File: src/rtl/mul_div_unit.sv
// Iterative 34-cycle multiply/divide unit (MULT, MULTU, DIV, DIVU).
// Ports: clk_i, rst_i, start_i, op_i, RSdata_i, RTdata_i, flush_i -> HI_o, LO_o, busy_o, done_o.
module mul_div_unit #(
    parameter int WIDTH = 32,
    parameter int CNT_W = 6
) (
    input  logic             clk_i,
    input  logic             rst_i,
    input  logic             start_i,
    input  logic [1:0]       op_i,
    input  logic [WIDTH-1:0] RSdata_i,
    input  logic [WIDTH-1:0] RTdata_i,
    input  logic             flush_i,
    output logic [WIDTH-1:0] HI_o,
    output logic [WIDTH-1:0] LO_o,
    output logic             busy_o,
    output logic             done_o
);

    typedef enum logic [1:0] {
        S_IDLE,
        S_CALC,
        S_FIX,
        S_DONE
    } state_e;

    localparam logic [CNT_W-1:0] LAST = CNT_W'(WIDTH - 1);

    state_e               state_q, state_d;
    logic [CNT_W-1:0]     cnt_q, cnt_d;
    logic [2*WIDTH-1:0]   acc_q, acc_d;
    logic [WIDTH-1:0]     a_mag_q, a_mag_d;
    logic [WIDTH-1:0]     b_mag_q, b_mag_d;
    logic [WIDTH-1:0]     a_raw_q, a_raw_d;
    logic                 is_div_q, is_div_d;
    logic                 neg_res_q, neg_res_d;
    logic                 neg_rem_q, neg_rem_d;
    logic [WIDTH-1:0]     hi_q, hi_d;
    logic [WIDTH-1:0]     lo_q, lo_d;

    logic                 can_start;
    logic                 accept;
    logic                 st_signed;
    logic                 st_a_neg;
    logic                 st_b_neg;
    logic [WIDTH:0]       mul_sum;
    logic [2*WIDTH-1:0]   mul_step;
    logic [WIDTH:0]       rem_sh;
    logic [WIDTH:0]       diff;
    logic [2*WIDTH-1:0]   div_step;
    logic [2*WIDTH-1:0]   prod_fix;
    logic [WIDTH-1:0]     quo_fix;
    logic [WIDTH-1:0]     rem_fix;

    assign can_start = (state_q == S_IDLE) || (state_q == S_DONE);
    // flush wins over a simultaneous start
    assign accept    = can_start && start_i && !flush_i;

    // ---------------- state register ----------------
    always_ff @(posedge clk_i) begin
        if (rst_i) begin
            state_q <= S_IDLE;
        end else begin
            state_q <= state_d;
        end
    end

    // ---------------- next-state logic ----------------
    always_comb begin
        state_d = state_q;
        unique case (state_q)
            S_IDLE, S_DONE: state_d = accept ? S_CALC : S_IDLE;
            S_CALC: begin
                if (flush_i) begin
                    state_d = S_IDLE;
                end else if (cnt_q == LAST) begin
                    state_d = S_FIX;
                end else begin
                    state_d = S_CALC;
                end
            end
            S_FIX: state_d = flush_i ? S_IDLE : S_DONE;
            default: state_d = S_IDLE;
        endcase
    end

    // ---------------- outputs ----------------
    always_comb begin
        busy_o = 1'b0;
        done_o = 1'b0;
        unique case (state_q)
            S_CALC, S_FIX: busy_o = 1'b1;
            S_DONE:        done_o = 1'b1;
            default: begin
                busy_o = 1'b0;
                done_o = 1'b0;
            end
        endcase
    end

    assign HI_o = hi_q;
    assign LO_o = lo_q;

    // ---------------- datapath ----------------
    // op_i[0]=0 selects the signed variants, op_i[1]=1 selects divide
    assign st_signed = ~op_i[0];
    assign st_a_neg  = st_signed & RSdata_i[WIDTH-1];
    assign st_b_neg  = st_signed & RTdata_i[WIDTH-1];

    // shift-add: low half holds remaining multiplier bits
    assign mul_sum  = {1'b0, acc_q[2*WIDTH-1:WIDTH]}
                    + {1'b0, (acc_q[0] ? a_mag_q : {WIDTH{1'b0}})};
    assign mul_step = {mul_sum, acc_q[WIDTH-1:1]};

    // restoring divide: {remainder, dividend/quotient} shifted left
    assign rem_sh   = acc_q[2*WIDTH-1:WIDTH-1];
    assign diff     = rem_sh - {1'b0, b_mag_q};
    assign div_step = diff[WIDTH]
                    ? {rem_sh[WIDTH-1:0], acc_q[WIDTH-2:0], 1'b0}
                    : {diff[WIDTH-1:0], acc_q[WIDTH-2:0], 1'b1};

    assign prod_fix = neg_res_q ? -acc_q : acc_q;
    assign quo_fix  = neg_res_q ? -acc_q[WIDTH-1:0] : acc_q[WIDTH-1:0];
    assign rem_fix  = neg_rem_q ? -acc_q[2*WIDTH-1:WIDTH]
                                : acc_q[2*WIDTH-1:WIDTH];

    always_comb begin
        cnt_d     = cnt_q;
        acc_d     = acc_q;
        a_mag_d   = a_mag_q;
        b_mag_d   = b_mag_q;
        a_raw_d   = a_raw_q;
        is_div_d  = is_div_q;
        neg_res_d = neg_res_q;
        neg_rem_d = neg_rem_q;
        hi_d      = hi_q;
        lo_d      = lo_q;
        if (accept) begin
            cnt_d     = '0;
            a_raw_d   = RSdata_i;
            a_mag_d   = st_a_neg ? -RSdata_i : RSdata_i;
            b_mag_d   = st_b_neg ? -RTdata_i : RTdata_i;
            is_div_d  = op_i[1];
            neg_res_d = st_a_neg ^ st_b_neg;
            neg_rem_d = st_a_neg;
            if (op_i[1]) begin
                acc_d = {{WIDTH{1'b0}}, a_mag_d};
            end else begin
                acc_d = {{WIDTH{1'b0}}, b_mag_d};
            end
        end else if (state_q == S_CALC && !flush_i) begin
            cnt_d = cnt_q + CNT_W'(1);
            acc_d = is_div_q ? div_step : mul_step;
        end else if (state_q == S_FIX && !flush_i) begin
            if (!is_div_q) begin
                hi_d = prod_fix[2*WIDTH-1:WIDTH];
                lo_d = prod_fix[WIDTH-1:0];
            end else if (b_mag_q == '0) begin
                // divide by zero: raw dividend, all-ones quotient
                hi_d = a_raw_q;
                lo_d = {WIDTH{1'b1}};
            end else begin
                hi_d = rem_fix;
                lo_d = quo_fix;
            end
        end
    end

    always_ff @(posedge clk_i) begin
        if (rst_i) begin
            cnt_q     <= '0;
            acc_q     <= '0;
            a_mag_q   <= '0;
            b_mag_q   <= '0;
            a_raw_q   <= '0;
            is_div_q  <= 1'b0;
            neg_res_q <= 1'b0;
            neg_rem_q <= 1'b0;
            hi_q      <= '0;
            lo_q      <= '0;
        end else begin
            cnt_q     <= cnt_d;
            acc_q     <= acc_d;
            a_mag_q   <= a_mag_d;
            b_mag_q   <= b_mag_d;
            a_raw_q   <= a_raw_d;
            is_div_q  <= is_div_d;
            neg_res_q <= neg_res_d;
            neg_rem_q <= neg_rem_d;
            hi_q      <= hi_d;
            lo_q      <= lo_d;
        end
    end

endmodule

File: config.mk
export PLATFORM = sky130hd
export DESIGN_NAME = mul_div_unit
export DESIGN_NICKNAME = d
export VERILOG_FILES = /design/src/rtl/mul_div_unit.sv
export SDC_FILE = /design/constraint.sdc
export NUM_CORES = 1
export LEC_CHECK = 0
export BUFFER_PORTS_ARGS = -buffer_cell sky130_fd_sc_hd__clkbuf_2
export CAP_MARGIN = 20
export CORE_MARGIN = 5
export CORE_UTILIZATION = 25
export CTS_CLUSTER_DIAMETER = 200
export DETAILED_ROUTE_END_ITERATION = 10
export PLACE_DENSITY = 0.44
export SLEW_MARGIN = 20
export SYNTH_ARGS = -nofsm -noshare
export SYNTH_HDL_FRONTEND = slang
export SYNTH_SLANG_ARGS = --single-unit
File: constraint.sdc
create_clock -name clk_i -period 6.1 [get_ports clk_i]
set_clock_uncertainty 0.1 [all_clocks]
set_input_delay 1.525 -clock clk_i [delete_from_list [all_inputs] [get_ports clk_i]]
set_output_delay 1.525 -clock clk_i [all_outputs]
set_load 0.05 [all_outputs]
* Word-level counts from Yosys, hierarchy flattened *
Cells that the tools add are included.

cells by class
  reductions and logical operators = 13
  bitwise logic cells = 6
  add/sub/neg operators = 8
  mux-type cells = 22
  eq/ne operators = 4

operator list
  cell                                                                    count
  32-bit 2-to-1 mux                                                       10
  64-bit 2-to-1 mux                                                       5
  32-bit negation                                                         4
  64-bit negation                                                         1
  32-bit by 32-bit adder with 33-bit output                               1
  33-bit by 32-bit subtractor with 33-bit output                          1
  32-bit zero test                                                        1
  6-bit by 1-bit adder with 6-bit output (second input constant)          1
  6-bit by 5-bit equality test with 1-bit output (second input constant)  1
  2-bit 2-to-1 mux                                                        3
  2-bit one-hot mux with 3 select lines                                   1
  2-bit OR reduction                                                      3
  2-bit equality test (second input constant)                             2
  1-bit logical AND                                                       4
  1-bit 2-to-1 mux                                                        3
  1-bit NOT                                                               3
  3-bit AND reduction                                                     1
  1-bit AND                                                               2
  2-bit by 1-bit equality test with 1-bit output (second input constant)  1
  2-bit zero test                                                         1
  2-bit nonzero test                                                      1
  1-bit zero test                                                         1
  1-bit logical OR                                                        1
  1-bit XOR                                                               1

word-level totals
  bits of input ports = 70
  output and inout bits = 66
  register bits after elaboration = 235
  word-level logic and storage cells = 64

* Depth between registers and ports, before layout *
Gate-level depths: netlist of the first run.

  word-level depth = 6
  mapped depth = 16
  mapped depth without buffers = 14

* Worst setup path after synthesis of the first run *
Ideal clock, no wire load.

  path type = input-to-reg
  start = input RTdata_i[4]
  end = register acc_q[27]
  required time = 5868 ps
  path buffers = 0
  stages on the path = 10
  setup slack = 2414 ps
  arrival time = 3454 ps
  setup time = 132 ps
  path through = or3_1 > nor4_1 > and3_1 > and3b_1 > nand2b_1 > o31ai_1 > xor2_1 > mux2i_1 > a21oi_1 > nor3_1

between the ends
  longest elaborated chain between the ends = 4

RTL lines
  element                 line  source
  start: declaration      12    input logic [WIDTH-1:0] RTdata_i,
  32-bit negation         142   b_mag_d = st_b_neg ? -RTdata_i : RTdata_i;
  32-bit 2-to-1 mux       142
  32-bit 2-to-1 mux       146   if (op_i[1]) begin
  64-bit 2-to-1 mux       138   if (accept) begin
  end signal: assignment  172   acc_q <= '0;
  end signal: assignment  183   acc_q <= acc_d;
  end: declaration        31    logic [2*WIDTH-1:0] acc_q, acc_d;

No other way between the ends.
A chain may end at the register's enable or synchronous reset.

* Final worst setup path of the first run *
  start = register acc_q[0]
  end = register acc_q[56]

between the ends
  longest elaborated chain between the ends = 5

RTL lines
  element                                    line  source
  32-bit 2-to-1 mux                          112   + {1'b0, (acc_q[0] ? a_mag_q : {WIDTH{1'b0}})};
  32-bit by 32-bit adder with 33-bit output  112
  64-bit 2-to-1 mux                          153   acc_d = is_div_q ? div_step : mul_step;
  64-bit 2-to-1 mux                          151   end else if (state_q == S_CALC && !flush_i) begin
  64-bit 2-to-1 mux                          138

No other way between the ends. The select of a mux whose other input is x is not followed.

==> impl_metrics.tcl, run 1 <==
set metrics [dict create \
    status "finished clean" \
    path_buf_inv 2 \
    grt_use_total 0.186 \
    layout.cells.non_filler 3163 \
    grt-ovfl-total 0 \
    netlist_area_mm2 0.0167 \
    worstSetupStartpoint "acc_q[0]" \
    worstSetupPathType "reg2reg" \
    async_flop_share 0 \
    endpoint_kind "flip-flop" \
    crit_family "compound AO/OA/AOI/OAI gates" \
    nNetsFinal 2418 \
    cts.sinks 234 \
    p_leak_nw 7.59 \
    use_met3 0.0352 \
    rrSetupSlack_ns 1.58 \
    slew_violations 0 \
    h-tree-depth 1 \
    synth_edf_count 0 \
    clk_latency_ns 0.58 \
    grt_setup_unrepaired "false" \
    ctsLongestPathBuffers 3 \
    finalHoldViolCount 0 \
    fill_cells 7270 \
    r2r_end "acc_q[56]" \
    ys_types 69 \
    synthFlopType "dfxtp_1" \
    die_w_um 269 \
    worst_ep_required_time_ns 6.43 \
    clk_pin_slew_worst_paths_ns 0.06 \
    timing.fmax_mhz 221 \
    syn-instance-count 2243 \
    place_area_mm2 0.0181 \
    ant_nets 0 \
    place_congestion 0.917 \
    cts_buffers 29 \
    hpwlAfterDp_mm 54.0 \
    coreArea_mm2 0.0661 \
    post-route-period-util 0.740 \
    clockRootBuffer "clkbuf_16" \
    multi_input_area_mm2 0.0112 \
    crit_chain "nand2_1 > inv_1 > ha_1 > a21oi_1 > nor2b_1 > a311oi_1 > o31ai_1 > buf_4 > a221oi_1 > o21bai_1 > xnor2_1 > a22oi_1 > o21ai_0" \
    drcViolationCount 0 \
    routed_wl_mm 69.9 \
    pre_cts_ws_ns 1.44 \
    critical_path_depth 13 \
    timing.final.crit_period_ns 4.52 \
    critPathLaunchType "flip-flop" \
    grtUsageMet1 0.261 \
    grt_pass1_wl_mm 104 \
    hold_path.class "reg2reg" \
    die_area_mm2 0.0722 \
    drt_pass1_iterations 7 \
    layout_commonest_cell "nor2_1" \
    die_h_um 269 \
    start_util 0.253 \
    layout_common_cells "nor2_1, nand2_1, dfxtp_1" \
    path_max_fanout 23 \
    tightestPinTransition_ns 1.14 \
    cts_resized 0 \
    cp_slowest_cell "a221oi_1" \
    grt_pass1_vias 16000 \
    fin_area_mm2 0.0192 \
    io_pins 136 \
    cts_tree "built" \
    via_per_inst 5.24 \
    maxSlewHeadroom 0.237 \
    grt_max_degree 107 \
    finalSetupTns_ns 0 \
    setup_ws_ns 1.58 \
    ir_drop_v 0.000200 \
    yosys_warnings 0 \
    endpoint "acc_q[56]" \
    wl_per_cell_um 22.1 \
    antenna_found_initial 5 \
    grt_busiest_layer "met2" \
    cap_violations 0 \
    ys_ff_latch 234 \
    rr_worst_depth 13 \
    critical-path-max-stage-delay_ns 0.94 \
    num_vias 16600 \
    post-place-cells 3107 \
    post-cts-setup-buffers 0 \
    rr_startpoint "acc_q[0]" \
    ctsHoldBuffers 0 \
    critical_path_arrival_ns 4.85 \
    drive_gt1_frac 0.116 \
    seq_area_mm2 0.00469 \
    p_per_area_mw_per_mm2 221 \
    syn2layout_area_growth_pct 14.7 \
    synth-seq-area-share 0.280 \
    rows 94 \
    drt_iter0_drc 1226 \
    synth_area_per_cell_um2 7.45 \
    setup-violations-final 0 \
    met2_usage 0.297 \
    hold_slack_ns 0.353 \
    synth_fp_nets 2387 \
    portBuffers 135 \
]
==> worst min path at each step <==
stage	start	to	depth (start not counted)
6_report	HI_o[1]	HI_o[1]	2
2_1_floorplan	a_raw_q[10]	a_raw_q[10]	2
4_1_cts	a_raw_q[31]	a_raw_q[31]	2
3_5_place_dp	a_raw_q[31]	a_raw_q[31]	2
5_1_grt	HI_o[7]	HI_o[7]	2
3_3_place_gp	a_raw_q[12]	a_raw_q[12]	2
==> state kept, by name (all words and copies together), names as in the netlist <==
register	cells
acc_q	64
HI_o	32
LO_o	32
a_mag_q	32
b_mag_q	32
a_raw_q	31
cnt_q	6
state_q	2
is_div_q	1
neg_rem_q	1
neg_res_q	1
==> worst reg2reg max path, delay by kind of cell (launching register included) <==
kind	cells	cell delay, ns
buf+inv	2	0.30
xor+xnor	1	0.18
compound gates	7	2.33
fa+ha+maj	1	0.22
simple gates	2	0.32
flops	1	0.91
==> metal layers <==
layer	vias up	routed length, um
met2	469	31100
met5	-	0
li1	8054	-
met3	76	4640
met4	0	2040
met1	7974	32100
==> final cells by class <==
type | count | share of cell area
multi-input cells | 1772 | 0.582
clock buffers | 36 | 0.0418
clock inverters | 18 | 0.0113
repair buffers | 172 | 0.0507
diodes | 2 | 0.000261
flip-flops and latches | 234 | 0.245
inverters | 65 | 0.0127
well taps | 864 | 0.0564
==> power breakdown <==
part           switching (mW)  internal (mW)
Clock                   0.767           1.11
Combinational           0.470          0.241
Sequential             0.0707           1.58
Total                    1.31           2.93
==> cell families after synthesis <==
family	after synthesis	synth area share
AOI/OAI and AO/OA	673	0.253
xor gates and xnor gates	201	0.105
adders and majority gates	74	0.0563
buffers and inverters	237	0.0540
DFF	234	0.280
muxes	69	0.0420
and+or+nand+nor	755	0.210
==> cell usage after synthesis (16+ instances only) <==
| cell type | number | share of area |
|---|---|---|
| clkbuf_1 | 156 | 0.035 |
| mux2i_1 | 60 | 0.036 |
| and2_1 | 35 | 0.013 |
| ha_1 | 72 | 0.054 |
| or3_1 | 20 | 0.0075 |
| nor4_1 | 27 | 0.010 |
| nor3_1 | 38 | 0.011 |
| o211ai_1 | 25 | 0.011 |
| nand2_1 | 233 | 0.052 |
| a21o_1 | 30 | 0.013 |
| nand4_1 | 18 | 0.0067 |
| xor2_1 | 89 | 0.047 |
| nand3_1 | 17 | 0.0051 |
| dfxtp_1 | 234 | 0.28 |
| inv_1 | 65 | 0.015 |
| o21ai_0 | 148 | 0.044 |
| or4_1 | 16 | 0.0072 |
| o31ai_1 | 24 | 0.011 |
| nand2b_1 | 21 | 0.0079 |
| and3_1 | 19 | 0.0071 |
| a211oi_1 | 115 | 0.052 |
| nor2_1 | 256 | 0.057 |
| xnor2_1 | 112 | 0.059 |
| a21oi_1 | 216 | 0.065 |
| nor2b_1 | 19 | 0.0071 |
| a22oi_1 | 19 | 0.0085 |
==> metrics by stage <==
step	power, mW	util
2_1_floorplan	2.11	-
3_3_place_gp	2.39	0.275
3_5_place_dp	2.39	0.275
4_1_cts	4.28	0.290
5_1_grt	4.41	0.290
6_report	4.24	0.290
Power figures use the tool's default switching activity.
==> run 2: changes to the inputs <==
PLACE_DENSITY = 0.45   (was 0.44)
clock period = 4.1 ns   (was 6.1 ns; I/O delays follow)
==> run 2 against run 1 <==
Routed wire length grew 0.67%. Worst hold slack got worse by 0.0024 ns. Clock power increased by 45%. Final area increased by 2.7%. Non-clock buffer count increased by 68. Sequential share of layout area shrank 0.63 points. Critical path type unchanged. Critical endpoint is now acc_q[62]. Largest power group unchanged. Highest routed layer is now met5.
==> impl_metrics.tcl, run 2 (synthesis gave the netlist of run 1 again) <==
set metrics [dict create \
    multi_input_area_mm2 0.0112 \
    rr_worst_depth 13 \
    h-tree-depth 1 \
    portBuffers 135 \
    cp_slowest_cell "fa_1" \
    wl_met1_mm 31.1 \
    endpoint_kind "flip-flop" \
    cts_resized 0 \
    p_total_mw 6.28 \
    finalSetupTns_ns 0 \
    grt-ovfl-total 0 \
    wl_met3_mm 5.41 \
    clockRootBuffer "clkbuf_16" \
    worst_ep_required_time_ns 4.46 \
    rows 94 \
    hold_depth 2 \
    nNetsFinal 2485 \
    die_area_mm2 0.0722 \
    layout_commonest_cell "nor2_1" \
    rrSetupSlack_ns 0.31 \
    fill_cells 7229 \
    p_leak_nw 7.92 \
    critPathLaunchType "flip-flop" \
    via_per_inst 5.20 \
    ctsLongestPathBuffers 3 \
    path_buf_inv 1 \
    cpMostUsedCell "a31oi_1" \
    crit_family "compound AO/OA/AOI/OAI gates" \
    fin_area_mm2 0.0197 \
    clk_pin_slew_worst_paths_ns 0.06 \
    post-cts-setup-buffers 0 \
    routed_wl_mm 70.3 \
    grt_setup_unrepaired "false" \
    p_per_area_mw_per_mm2 319 \
    layout_common_cells "nor2_1, nand2_1, dfxtp_1" \
    hold_slack_ns 0.351 \
    critical-path-max-stage-delay_ns 0.41 \
    drt_iter0_drc 1239 \
    grt_pass1_vias 16300 \
    finalHoldViolCount 0 \
    cts_buffers 28 \
    worstSetupPathType "reg2reg" \
    cts.sinks 234 \
    timing.fmax_mhz 264 \
    status "finished clean" \
    wl_met2_mm 31.9 \
    place_area_mm2 0.0187 \
    maxUsedRoutingLayer "met5" \
    start_util 0.253 \
    hpwlAfterDp_mm 55.1 \
    die_w_um 269 \
    antenna_found_initial 7 \
    grt_use_total 0.186 \
    timing.final.crit_period_ns 3.79 \
    wl_per_cell_um 21.8 \
    drcViolationCount 0 \
    path_max_fanout 4 \
    regMostFlops "acc_q" \
    cts_tree "built" \
    slew_violations 0 \
    syn2layout_area_growth_pct 17.7 \
    rr_startpoint "acc_q[31]" \
    setup-violations-final 0 \
    hp-start "HI_o[7]" \
    place_congestion 0.940 \
    r2r_end "acc_q[62]" \
    ctsHoldBuffers 0 \
    drt_pass1_iterations 5 \
    coreArea_mm2 0.0661 \
    clk_latency_ns 0.58 \
    grt_pass1_wl_mm 103 \
    ir_drop_v 0.000321 \
    maxSlewHeadroom 0.281 \
    crit_chain "inv_1 > ha_1 > fa_1 > nor2b_1 > o2111ai_1 > a21oi_1 > o31a_1 > a31oi_1 > o21ai_0 > a21boi_0 > a31oi_1 > mux2i_1 > nand3_1" \
    largest_reg_flops 64 \
    drive_gt1_frac 0.140 \
    num_vias 16800 \
    cap_violations 0 \
    tightestPinTransition_ns 1.08 \
    grt_max_degree 94 \
    hold_end "HI_o[7]" \
    die_h_um 269 \
    post-place-cells 3175 \
    io_pins 136 \
    critical_path_arrival_ns 4.15 \
    layout.cells.non_filler 3225 \
    post-route-period-util 0.924 \
    hold_path.class "reg2reg" \
    seq_area_mm2 0.00469 \
    ant_nets 0 \
]
run 2: cell types whose count changed in the layout (fill, tap and decap cells not counted), moves of 2 or more:
cell      previous run  this run
buf_12               1         4
buf_4               36       101
clkinv_2            10         8
clkinv_4             2         0
run 2: how the worst max path moves through the flow:
| stage | startpoint | to | cells past startpoint |
|---|---|---|---|
| detailed placement | RTdata_i[4] | acc_q[27] | 11 |
| floorplan | acc_q[32] | HI_o[22] | 12 |
| global placement | RTdata_i[4] | acc_q[27] | 11 |
| CTS | acc_q[0] | HI_o[28] | 12 |
| finish | acc_q[31] | acc_q[62] | 13 |
| global route | acc_q[31] | acc_q[62] | 13 |
run 2: worst min-delay path, cell delays in order, from the launching register on:
cell and delay, ns:
dfxtp_1 0.30, nand2_1 0.05, a21oi_1 0.05
run 2: power by group:
group	internal (mW)	switching, mW	total [mW]
clock	1.64	1.07	2.71
combinational	0.396	0.712	1.11
sequential	2.36	0.103	2.46
total	4.39	1.89	6.28
run 2: layout make-up:
| cell class | instances | area share |
|---|---|---|
| Clock buffer | 34 | 0.0393 |
| Sequential cell | 234 | 0.238 |
| Antenna cell | 2 | 0.000254 |
| Timing Repair Buffer | 240 | 0.0772 |
| Tap cell | 864 | 0.0549 |
| Multi-Input combinational cell | 1772 | 0.567 |
| Clock inverter | 14 | 0.0105 |
| Inverter | 65 | 0.0124 |
run 2: through the flow:
step                      setup WS, ns  utilization
final                            0.311        0.298
after global routing             0.116        0.298
after CTS                        0.357        0.298
after detailed placement         0.240        0.283
after global placement           0.250        0.283
after floorplan                  0.558            -
run 2: per-layer routing:
| metal | GRT usage | vias up |
|---|---|---|
| li1 | - | 8170 |
| met1 | 0.249 | 8030 |
| met2 | 0.305 | 468 |
| met3 | 0.0445 | 90 |
| met4 | 0.0442 | 4 |
| met5 | 0.00725 | - |
